<file path="src/rtl/inst_fetch_ctrl_if.sv">
// Instruction-fetch bus bundle: SRAM req/addr_ok/data_ok channel plus the
// valid/ready delivery channel toward decode.
interface inst_fetch_ctrl_if;
    logic        inst_req;
    logic [31:0] inst_addr;
    logic        inst_addr_ok;
    logic        inst_data_ok;
    logic [31:0] inst_rdata;
    logic        fetch_valid;
    logic        fetch_ready;
    logic [31:0] fetch_pc;
    logic [31:0] fetch_inst;
    logic        fetch_adel;

    modport master (
        output inst_req, inst_addr, fetch_valid, fetch_pc, fetch_inst, fetch_adel,
        input  inst_addr_ok, inst_data_ok, inst_rdata, fetch_ready
    );

    modport slave (
        input  inst_req, inst_addr, fetch_valid, fetch_pc, fetch_inst, fetch_adel,
        output inst_addr_ok, inst_data_ok, inst_rdata, fetch_ready
    );
endinterface

</file>
<file path="src/rtl/inst_fetch_ctrl.sv">
// Fetch sequencer: owns the PC, issues one SRAM read at a time, buffers one
// instruction toward decode and discards work invalidated by redirects.
module inst_fetch_ctrl #(
    parameter logic [31:0] RESET_PC = 32'hbfc00000,
    parameter int          CNT_W    = 32
) (
    input  logic                   clk,
    input  logic                   reset,
    input  logic                   redirect_valid,
    input  logic [31:0]            redirect_pc,
    inst_fetch_ctrl_if.master      bus,
    output logic [CNT_W-1:0]       fetch_cnt,
    output logic [CNT_W-1:0]       kill_cnt
);

    typedef enum logic [1:0] {S_IDLE, S_REQ, S_WAIT, S_OUT} state_e;

    state_e            state_q,     state_d;
    logic [31:0]       pc_q,        pc_d;
    logic [31:0]       infl_pc_q,   infl_pc_d;
    logic              kill_q,      kill_d;
    logic              fv_q,        fv_d;
    logic [31:0]       fpc_q,       fpc_d;
    logic [31:0]       finst_q,     finst_d;
    logic              fadel_q,     fadel_d;
    logic [CNT_W-1:0]  fetch_cnt_q, fetch_cnt_d;
    logic [CNT_W-1:0]  kill_cnt_q,  kill_cnt_d;

    logic pc_misaligned;
    assign pc_misaligned = (pc_q[1:0] != 2'b00);

    always_comb begin
        state_d     = state_q;
        pc_d        = pc_q;
        infl_pc_d   = infl_pc_q;
        kill_d      = kill_q;
        fv_d        = fv_q;
        fpc_d       = fpc_q;
        finst_d     = finst_q;
        fadel_d     = fadel_q;
        fetch_cnt_d = fetch_cnt_q;
        kill_cnt_d  = kill_cnt_q;

        case (state_q)
            S_IDLE: begin
                if (redirect_valid) pc_d = redirect_pc;
                state_d = S_REQ;
            end

            S_REQ: begin
                if (pc_misaligned) begin
                    // Misaligned PC never reaches the SRAM; a redirect simply retargets.
                    if (redirect_valid) begin
                        pc_d = redirect_pc;
                    end else begin
                        fv_d    = 1'b1;
                        fpc_d   = pc_q;
                        finst_d = 32'h0;
                        fadel_d = 1'b1;
                        pc_d    = pc_q + 32'd4;
                        state_d = S_OUT;
                    end
                end else if (bus.inst_addr_ok) begin
                    infl_pc_d = pc_q;
                    pc_d      = redirect_valid ? redirect_pc : pc_q + 32'd4;
                    kill_d    = redirect_valid;
                    state_d   = S_WAIT;
                end else if (redirect_valid) begin
                    pc_d = redirect_pc;
                end
            end

            S_WAIT: begin
                if (redirect_valid) begin
                    pc_d   = redirect_pc;
                    kill_d = 1'b1;
                end
                if (bus.inst_data_ok) begin
                    if (kill_q || redirect_valid) begin
                        kill_d     = 1'b0;
                        kill_cnt_d = kill_cnt_q + CNT_W'(1);
                        state_d    = S_REQ;
                    end else begin
                        fv_d    = 1'b1;
                        fpc_d   = infl_pc_q;
                        finst_d = bus.inst_rdata;
                        fadel_d = 1'b0;
                        state_d = S_OUT;
                    end
                end
            end

            S_OUT: begin
                if (redirect_valid) pc_d = redirect_pc;
                // An accepted instruction alongside a redirect is the delay slot: keep it.
                if (bus.fetch_ready) begin
                    fv_d        = 1'b0;
                    fetch_cnt_d = fetch_cnt_q + CNT_W'(1);
                    state_d     = S_REQ;
                end else if (redirect_valid) begin
                    fv_d       = 1'b0;
                    kill_cnt_d = kill_cnt_q + CNT_W'(1);
                    state_d    = S_REQ;
                end
            end

            default: state_d = S_IDLE;
        endcase
    end

    always_ff @(posedge clk) begin
        if (reset) begin
            state_q     <= S_IDLE;
            pc_q        <= RESET_PC;
            infl_pc_q   <= 32'h0;
            kill_q      <= 1'b0;
            fv_q        <= 1'b0;
            fpc_q       <= 32'h0;
            finst_q     <= 32'h0;
            fadel_q     <= 1'b0;
            fetch_cnt_q <= '0;
            kill_cnt_q  <= '0;
        end else begin
            state_q     <= state_d;
            pc_q        <= pc_d;
            infl_pc_q   <= infl_pc_d;
            kill_q      <= kill_d;
            fv_q        <= fv_d;
            fpc_q       <= fpc_d;
            finst_q     <= finst_d;
            fadel_q     <= fadel_d;
            fetch_cnt_q <= fetch_cnt_d;
            kill_cnt_q  <= kill_cnt_d;
        end
    end

    assign bus.inst_req    = (state_q == S_REQ) && !pc_misaligned;
    assign bus.inst_addr   = pc_q;
    assign bus.fetch_valid = fv_q;
    assign bus.fetch_pc    = fpc_q;
    assign bus.fetch_inst  = finst_q;
    assign bus.fetch_adel  = fadel_q;
    assign fetch_cnt       = fetch_cnt_q;
    assign kill_cnt        = kill_cnt_q;

endmodule

</file>
<file path="src/flat_wrapper.sv">
// flat-port wrapper written by rule: the top's interface ports become plain ports
module inst_fetch_ctrl_flat 
#(
    parameter logic [31:0] RESET_PC = 32'hbfc00000,
    parameter int          CNT_W    = 32
)
  (clk, reset, redirect_valid, redirect_pc, fetch_cnt, kill_cnt, bus_inst_req, bus_inst_addr, bus_fetch_valid, bus_fetch_pc, bus_fetch_inst, bus_fetch_adel, bus_inst_addr_ok, bus_inst_data_ok, bus_inst_rdata, bus_fetch_ready);
  inst_fetch_ctrl_if bus_i ();
  input  logic clk;
  input  logic reset;
  input  logic redirect_valid;
  input  logic [31:0] redirect_pc;
  output logic [CNT_W-1:0] fetch_cnt;
  output logic [CNT_W-1:0] kill_cnt;
  output wire logic [$bits(bus_i.inst_req)-1:0] bus_inst_req;
  output wire logic [$bits(bus_i.inst_addr)-1:0] bus_inst_addr;
  output wire logic [$bits(bus_i.fetch_valid)-1:0] bus_fetch_valid;
  output wire logic [$bits(bus_i.fetch_pc)-1:0] bus_fetch_pc;
  output wire logic [$bits(bus_i.fetch_inst)-1:0] bus_fetch_inst;
  output wire logic [$bits(bus_i.fetch_adel)-1:0] bus_fetch_adel;
  input wire logic [$bits(bus_i.inst_addr_ok)-1:0] bus_inst_addr_ok;
  input wire logic [$bits(bus_i.inst_data_ok)-1:0] bus_inst_data_ok;
  input wire logic [$bits(bus_i.inst_rdata)-1:0] bus_inst_rdata;
  input wire logic [$bits(bus_i.fetch_ready)-1:0] bus_fetch_ready;
  assign bus_inst_req = bus_i.inst_req;
  assign bus_inst_addr = bus_i.inst_addr;
  assign bus_fetch_valid = bus_i.fetch_valid;
  assign bus_fetch_pc = bus_i.fetch_pc;
  assign bus_fetch_inst = bus_i.fetch_inst;
  assign bus_fetch_adel = bus_i.fetch_adel;
  assign bus_i.inst_addr_ok = bus_inst_addr_ok;
  assign bus_i.inst_data_ok = bus_inst_data_ok;
  assign bus_i.inst_rdata = bus_inst_rdata;
  assign bus_i.fetch_ready = bus_fetch_ready;
  inst_fetch_ctrl #(.RESET_PC(RESET_PC), .CNT_W(CNT_W)) u_core (.clk(clk), .reset(reset), .redirect_valid(redirect_valid), .redirect_pc(redirect_pc), .bus(bus_i), .fetch_cnt(fetch_cnt), .kill_cnt(kill_cnt));
endmodule
</file>
<file path="config.mk">
export PLATFORM = sky130hd
export DESIGN_NAME = inst_fetch_ctrl_flat
export DESIGN_NICKNAME = d
export VERILOG_FILES = /design/src/rtl/inst_fetch_ctrl_if.sv /design/src/rtl/inst_fetch_ctrl.sv /design/src/flat_wrapper.sv
export SDC_FILE = /design/constraint.sdc
export NUM_CORES = 1
export LEC_CHECK = 0
export CAP_MARGIN = 20
export CORE_MARGIN = 2
export CORE_UTILIZATION = 53
export DETAILED_ROUTE_END_ITERATION = 8
export PLACE_DENSITY_LB_ADDON = 0.08
export SLEW_MARGIN = 10
export SYNTH_ARGS = -nofsm -noshare
export SYNTH_HDL_FRONTEND = slang
export SYNTH_SLANG_ARGS = --single-unit
</file>
<file path="constraint.sdc">
create_clock -name clk -period 6.22 [get_ports clk]
set_input_delay 1.244 -clock clk [delete_from_list [all_inputs] [get_ports clk]]
set_output_delay 1.244 -clock clk [all_outputs]
set_load 0.03 [all_outputs]
</file>
# --- Yosys cells after proc, flatten, opt, wreduce, memory -nomap -nowiden ---
# Index checks and enable logic that the tools add are counted.
classes:
  n_addsub: 3
  n_eq_ne: 15
  n_mux: 44
  bitwise: 1
  reduce_logical: 16
op_table:
  columns: ["cell", "n"]
  rows:
  - ["$mux W32", 16]
  - ["$pmux W32 S2", 4]
  - ["$add A32 B1 Y32 const B", 2]
  - ["$add A32 B3 Y32 const B", 1]
  - ["$mux W2", 7]
  - ["$ne A2 B2 Y1 const B", 7]
  - ["$mux W1", 13]
  - ["$reduce_and A5 Y1", 2]
  - ["$pmux W2 S4", 1]
  - ["$ne A3 B3 Y1 const B", 2]
  - ["$reduce_and A3 Y1", 2]
  - ["$reduce_and A6 Y1", 1]
  - ["$reduce_bool A2 Y1", 3]
  - ["$eq A2 B2 Y1 const B", 2]
  - ["$ne A2 B1 Y1 const B", 2]
  - ["$pmux W1 S2", 2]
  - ["$reduce_and A4 Y1", 1]
  - ["$ne A3 B2 Y1 const B", 1]
  - ["$pmux W1 S3", 1]
  - ["$reduce_bool A3 Y1", 1]
  - ["$reduce_or A3 Y1", 1]
  - ["$eq A2 B1 Y1 const B", 1]
  - ["$logic_not A2 Y1", 1]
  - ["$reduce_and A2 Y1", 1]
  - ["4 further kinds", 4]
totals:
  regBits: 197
  in_bits: 70
  out_inout_bits: 163

# --- Longest topological paths before layout ---
logic_depth:
  ltp_word: 5
  ltp_mapped: 10
  depth_no_buf: 7

# --- Worst setup path before layout ---
# OpenSTA, ideal clock, no wires.
synth_path:
  kind: "input -> register"
  start: "input port redirect_valid"
  end: "register u_core.fpc_q[11] (netlist: u_core.bus.fetch_pc[11])"
  setup_time_ps: 137
  arrival_time_ps: 2703
  required_ps: 6083
  setup_slack_ps: 3379
  path_stages: 7
  path_buffers: 3
  cell_sequence: "o21bai_1 -> a21oi_1 -> and3_1 -> clkbuf_1 -> clkbuf_1 -> buf_1 -> a211oi_1"
synth_between:
  elab_chain_len: 3
  word_cells_on_any_way: 4
  classes_between: "eq/ne: 2; reduce/logical: 2"
synth_lines:
  columns: ["item", "line", "rtl"]
  rows:
  - ["from (decl)", "flat_wrapper.sv:11", "input logic redirect_valid;"]
  - ["$logic_or A1 B1 Y1", "inst_fetch_ctrl.sv:79", "if (kill_q || redirect_valid) begin"]
  - ["$ne A2 B2 Y1 (no source line)", null, null]
  - ["$reduce_and A5 Y1 (no source line) (*)", null, null]
  - ["to (signal assigned)", "inst_fetch_ctrl.sv:129", "fpc_q <= fpc_d;"]
  - ["to (decl)", "inst_fetch_ctrl.sv:23", "logic [31:0] fpc_q, fpc_d;"]
# Mark *: on every way between the ends. The rest lies on a longest branch, timed or not.
# A chain may end at the register's enable or synchronous reset.

# --- Final worst setup path ---
layout_path:
  start: "input port redirect_valid"
  end: "register u_core.kill_cnt_q[26] (netlist: u_core.kill_cnt[26])"
layout_between:
  elab_chain_len: 3
  word_cells_on_any_way: 4
  classes_between: "eq/ne: 2; reduce/logical: 2"
layout_lines:
  columns: ["item", "line", "rtl"]
  rows:
  - ["$logic_or A1 B1 Y1", "inst_fetch_ctrl.sv:79", null]
  - ["$ne A2 B1 Y1 (no source line)", null, null]
  - ["$reduce_and A5 Y1 (no source line) (*)", null, null]
  - ["to (signal assigned)", "inst_fetch_ctrl.sv:133", "kill_cnt_q <= kill_cnt_d;"]
  - ["to (decl)", "inst_fetch_ctrl.sv:27", "logic [CNT_W-1:0] kill_cnt_q, kill_cnt_d;"]
# Marked as above.

==> metrics.cfg <==
[outcome]
status=finished, final reports clean

[sta]
finClkSkew_ns=0.00907
relSlewSlack=0.267
fin_setup_tns_ns=0
setup-violations-final=0
rsz0062_at_grt=no
fmax_ghz=0.252
tightestPinTransition_ns=1.10
fin_crit_ns=3.97
hold_viol_final=0
period_share=0.638
drv_slew=0

[worst_setup_path]
slowest_delay_ns=0.66
worstPathMaxFanout=38
critPathTopFamily=simple AND/OR/NAND/NOR gates
arrival_ns=4.33
cp-end-kind=flop
crit_type=in -> reg
path_cells=clkdlybuf4s50_1 > buf_4 > inv_2 > nor4_4 > o211ai_1 > or4_1 > a21oi_1
worst_setup_path_start_kind=input port
cp.required_ns=6.58
timing.critical_path.buf_inv=3
critPathSlowestCell=or4_1

[finish]
finalNonFillerCells=1458
finalInstanceArea_um2=11700
syn2layout_area_growth_pct=33.5
drive_above_1_share=0.0501
layout.nets=1306
antennaDiodeCount=0

[placement]
placed_cells=1429
port_buffers=232
placed_area_um2=11100
dp_hpwl_um=15000
place.gp.congestion=0.829

[cts]
htree_levels=4
cts_sinks=197
ctsHoldBuffers=0
clk_transition_reported_paths_ns=0.07
post_cts_buffers=0
clkLatencyLatePin_ns=0.43
cts_tree=done
cts.path.max_buffers=2
cts-resized-gates=0
cts_root_buf=clkbuf_16
numCtsBuffers=17

[logic_synthesis]
synth_cells=1044
avgSynthCellArea_um2=8.40
synth_nets=1122
synth.distinct_cells=57
synthesis.area_um2=8770
synth_seq_area_share=0.450
synthArstFlopShare=0
synth_flop_cell=dfxtp_1
synth-edff-count=0
yosys_register_bits=197
yosysWarnings=0

[floorplanning]
fp.dieW_um=133
io_pins=233
initial_utilization=0.536
core_area_um2=16300
row_count=47
die_y_um=133
dieArea_um2=17600

[pwr]
p_per_area_nw_per_um2=310
p_leak_nw=3.80
peakVddDrop_mv=0.254

[hold_path]
hp-class=reg -> reg

[grt]
grt_usage=0.250
grt_pass1_vias=7230
antenna_found_initial=1
gr-total-overflow=0
grt_pass1_wl_um=36500
grt_max_degree=104

[routing]
drtAntennaViolNets=0
drc=0
via_count=7963
drtIter0Drc=392
wirelength_um=22400
firstDrtPassIters=4
routedWlPerCell_um=15.3
viasPerCell=5.46

[flow_run]
maxCapViolCount=0

-- synth_stat cells, types with 2 or more instances --
cell / number / share of area
o31ai_1: 7 / 0.0060
clkbuf_1: 56 / 0.024
buf_6: 2 / 0.0026
mux2i_1: 38 / 0.043
nand2b_1: 2 / 0.0014
dfxtp_1: 197 / 0.45
a211oi_1: 45 / 0.039
o21ai_0: 24 / 0.014
o2111ai_1: 4 / 0.0040
nand3_1: 58 / 0.033
nand4_1: 27 / 0.019
nor3_1: 16 / 0.0091
o21bai_1: 2 / 0.0017
o21a_1: 3 / 0.0026
xor2_1: 23 / 0.023
and2_1: 3 / 0.0021
or4_4: 2 / 0.0026
nor2b_1: 4 / 0.0029
buf_4: 2 / 0.0017
a31o_2: 2 / 0.0020
a22oi_1: 4 / 0.0034
and3_1: 8 / 0.0057
a221oi_1: 2 / 0.0020
inv_1: 23 / 0.0098
buf_1: 5 / 0.0021
buf_2: 6 / 0.0034
and4_1: 3 / 0.0030
a2111oi_2: 2 / 0.0034
a21oi_1: 95 / 0.054
mux2_2: 5 / 0.0064
or4_1: 9 / 0.0077
xnor2_1: 33 / 0.033
a31oi_1: 2 / 0.0014
nand2_1: 147 / 0.063
nor4_2: 7 / 0.010
ha_1: 8 / 0.011
nor2_1: 113 / 0.048
or3_1: 13 / 0.0093
o211ai_1: 9 / 0.0077
nor4_1: 14 / 0.010
a211oi_2: 2 / 0.0029
a311oi_1: 2 / 0.0020
-- worst register-to-register path: stages (launching register included) --
cell	delay [ns]
dfxtp_1	0.35
inv_1	0.13
ha_4	0.86
nand2_1	0.19
o21ba_2	0.40
o211ai_1	0.41
or4_1	0.66
a21oi_1	0.16
-- metal layers --
layer	wire length [um]	GRT usage	vias to the layer above
met3	1200	0.0559	38
met5	16	0	-
met2	10300	0.396	195
met4	525	0.0902	2
met1	10300	0.336	3690
li1	-	-	4038
-- power breakdown --
group	internal (mW)	switching, mW	total [mW]
Combinational	0.389	0.663	1.05
Sequential	1.38	0.0869	1.47
Clock	0.628	0.481	1.11
-- registers in the layout (all words and copies together), names as in the netlist, named ones only --
| signal | cells |
|---|---|
| u_core.kill_q | 1 |
| u_core.infl_pc_q | 32 |
| u_core.bus.fetch_pc | 32 |
| u_core.bus.fetch_adel | 1 |
| u_core.state_q | 2 |
| u_core.bus.inst_addr | 30 |
| u_core.bus.fetch_valid | 1 |
| u_core.bus.fetch_inst | 32 |
| u_core.fetch_cnt | 32 |
| u_core.kill_cnt | 32 |
-- stage by stage --
step | power, mW | hold slack (ns) | setup slack (ns) | util
2_1_floorplan | 2.19 | 0.436 | 3.38 | -
3_3_place_gp | 2.54 | 0.437 | 1.93 | 0.680
3_5_place_dp | 2.55 | 0.442 | 1.83 | 0.680
4_1_cts | 3.65 | 0.452 | 2.26 | 0.716
5_1_grt | 3.80 | 0.466 | 2.00 | 0.716
6_report | 3.63 | 0.449 | 2.25 | 0.716
-- cell type report --
| class | count | area [um^2] |
|---|---|---|
| fill | 1361 | 4650 |
| inverter | 25 | 93.8 |
| clock buffer | 17 | 425 |
| tap | 220 | 275 |
| sequential | 197 | 3940 |
| clock inverter | 12 | 155 |
| timing repair buffer | 237 | 2360 |
| multi-input combinational | 750 | 4440 |
-- kinds of logic after synthesis --
| kind of cell | after synthesis | share of synthesized area |
|---|---|---|
| mux | 43 | 0.0498 |
| buf+inv | 97 | 0.0451 |
| flops | 197 | 0.450 |
| simple gates | 433 | 0.237 |
| xor+xnor | 56 | 0.0560 |
| compound gates | 210 | 0.151 |
| fa+ha+maj | 8 | 0.0114 |
-- placed cells by master, fill, tap and decap left out, types with 14 or more instances in the layout --
cell,instances
nor3_1,16
dfxtp_1,197
nand3_1,58
nand4_1,27
clkbuf_16,17
inv_1,23
xnor2_1,33
mux2i_1,38
xor2_1,23
nor4_1,14
clkdlybuf4s50_1,231
o21ai_0,24
nand2_1,147
a211oi_1,45
nor2_1,113
a21oi_1,95
-- path summary, 6_finish.rpt --
check	startpoint	endpoint	slack, ns	depth (start not counted)
max	redirect_valid	u_core.kill_cnt[26]	2.25	7
min	u_core.bus.fetch_inst[10]	u_core.bus.fetch_inst[10]	0.45	2
max reg2reg	u_core.state_q[0]	u_core.kill_cnt[26]	2.98	7
min reg2reg	u_core.bus.fetch_inst[10]	u_core.bus.fetch_inst[10]	0.45	2
Power figures use the tool's default switching activity.
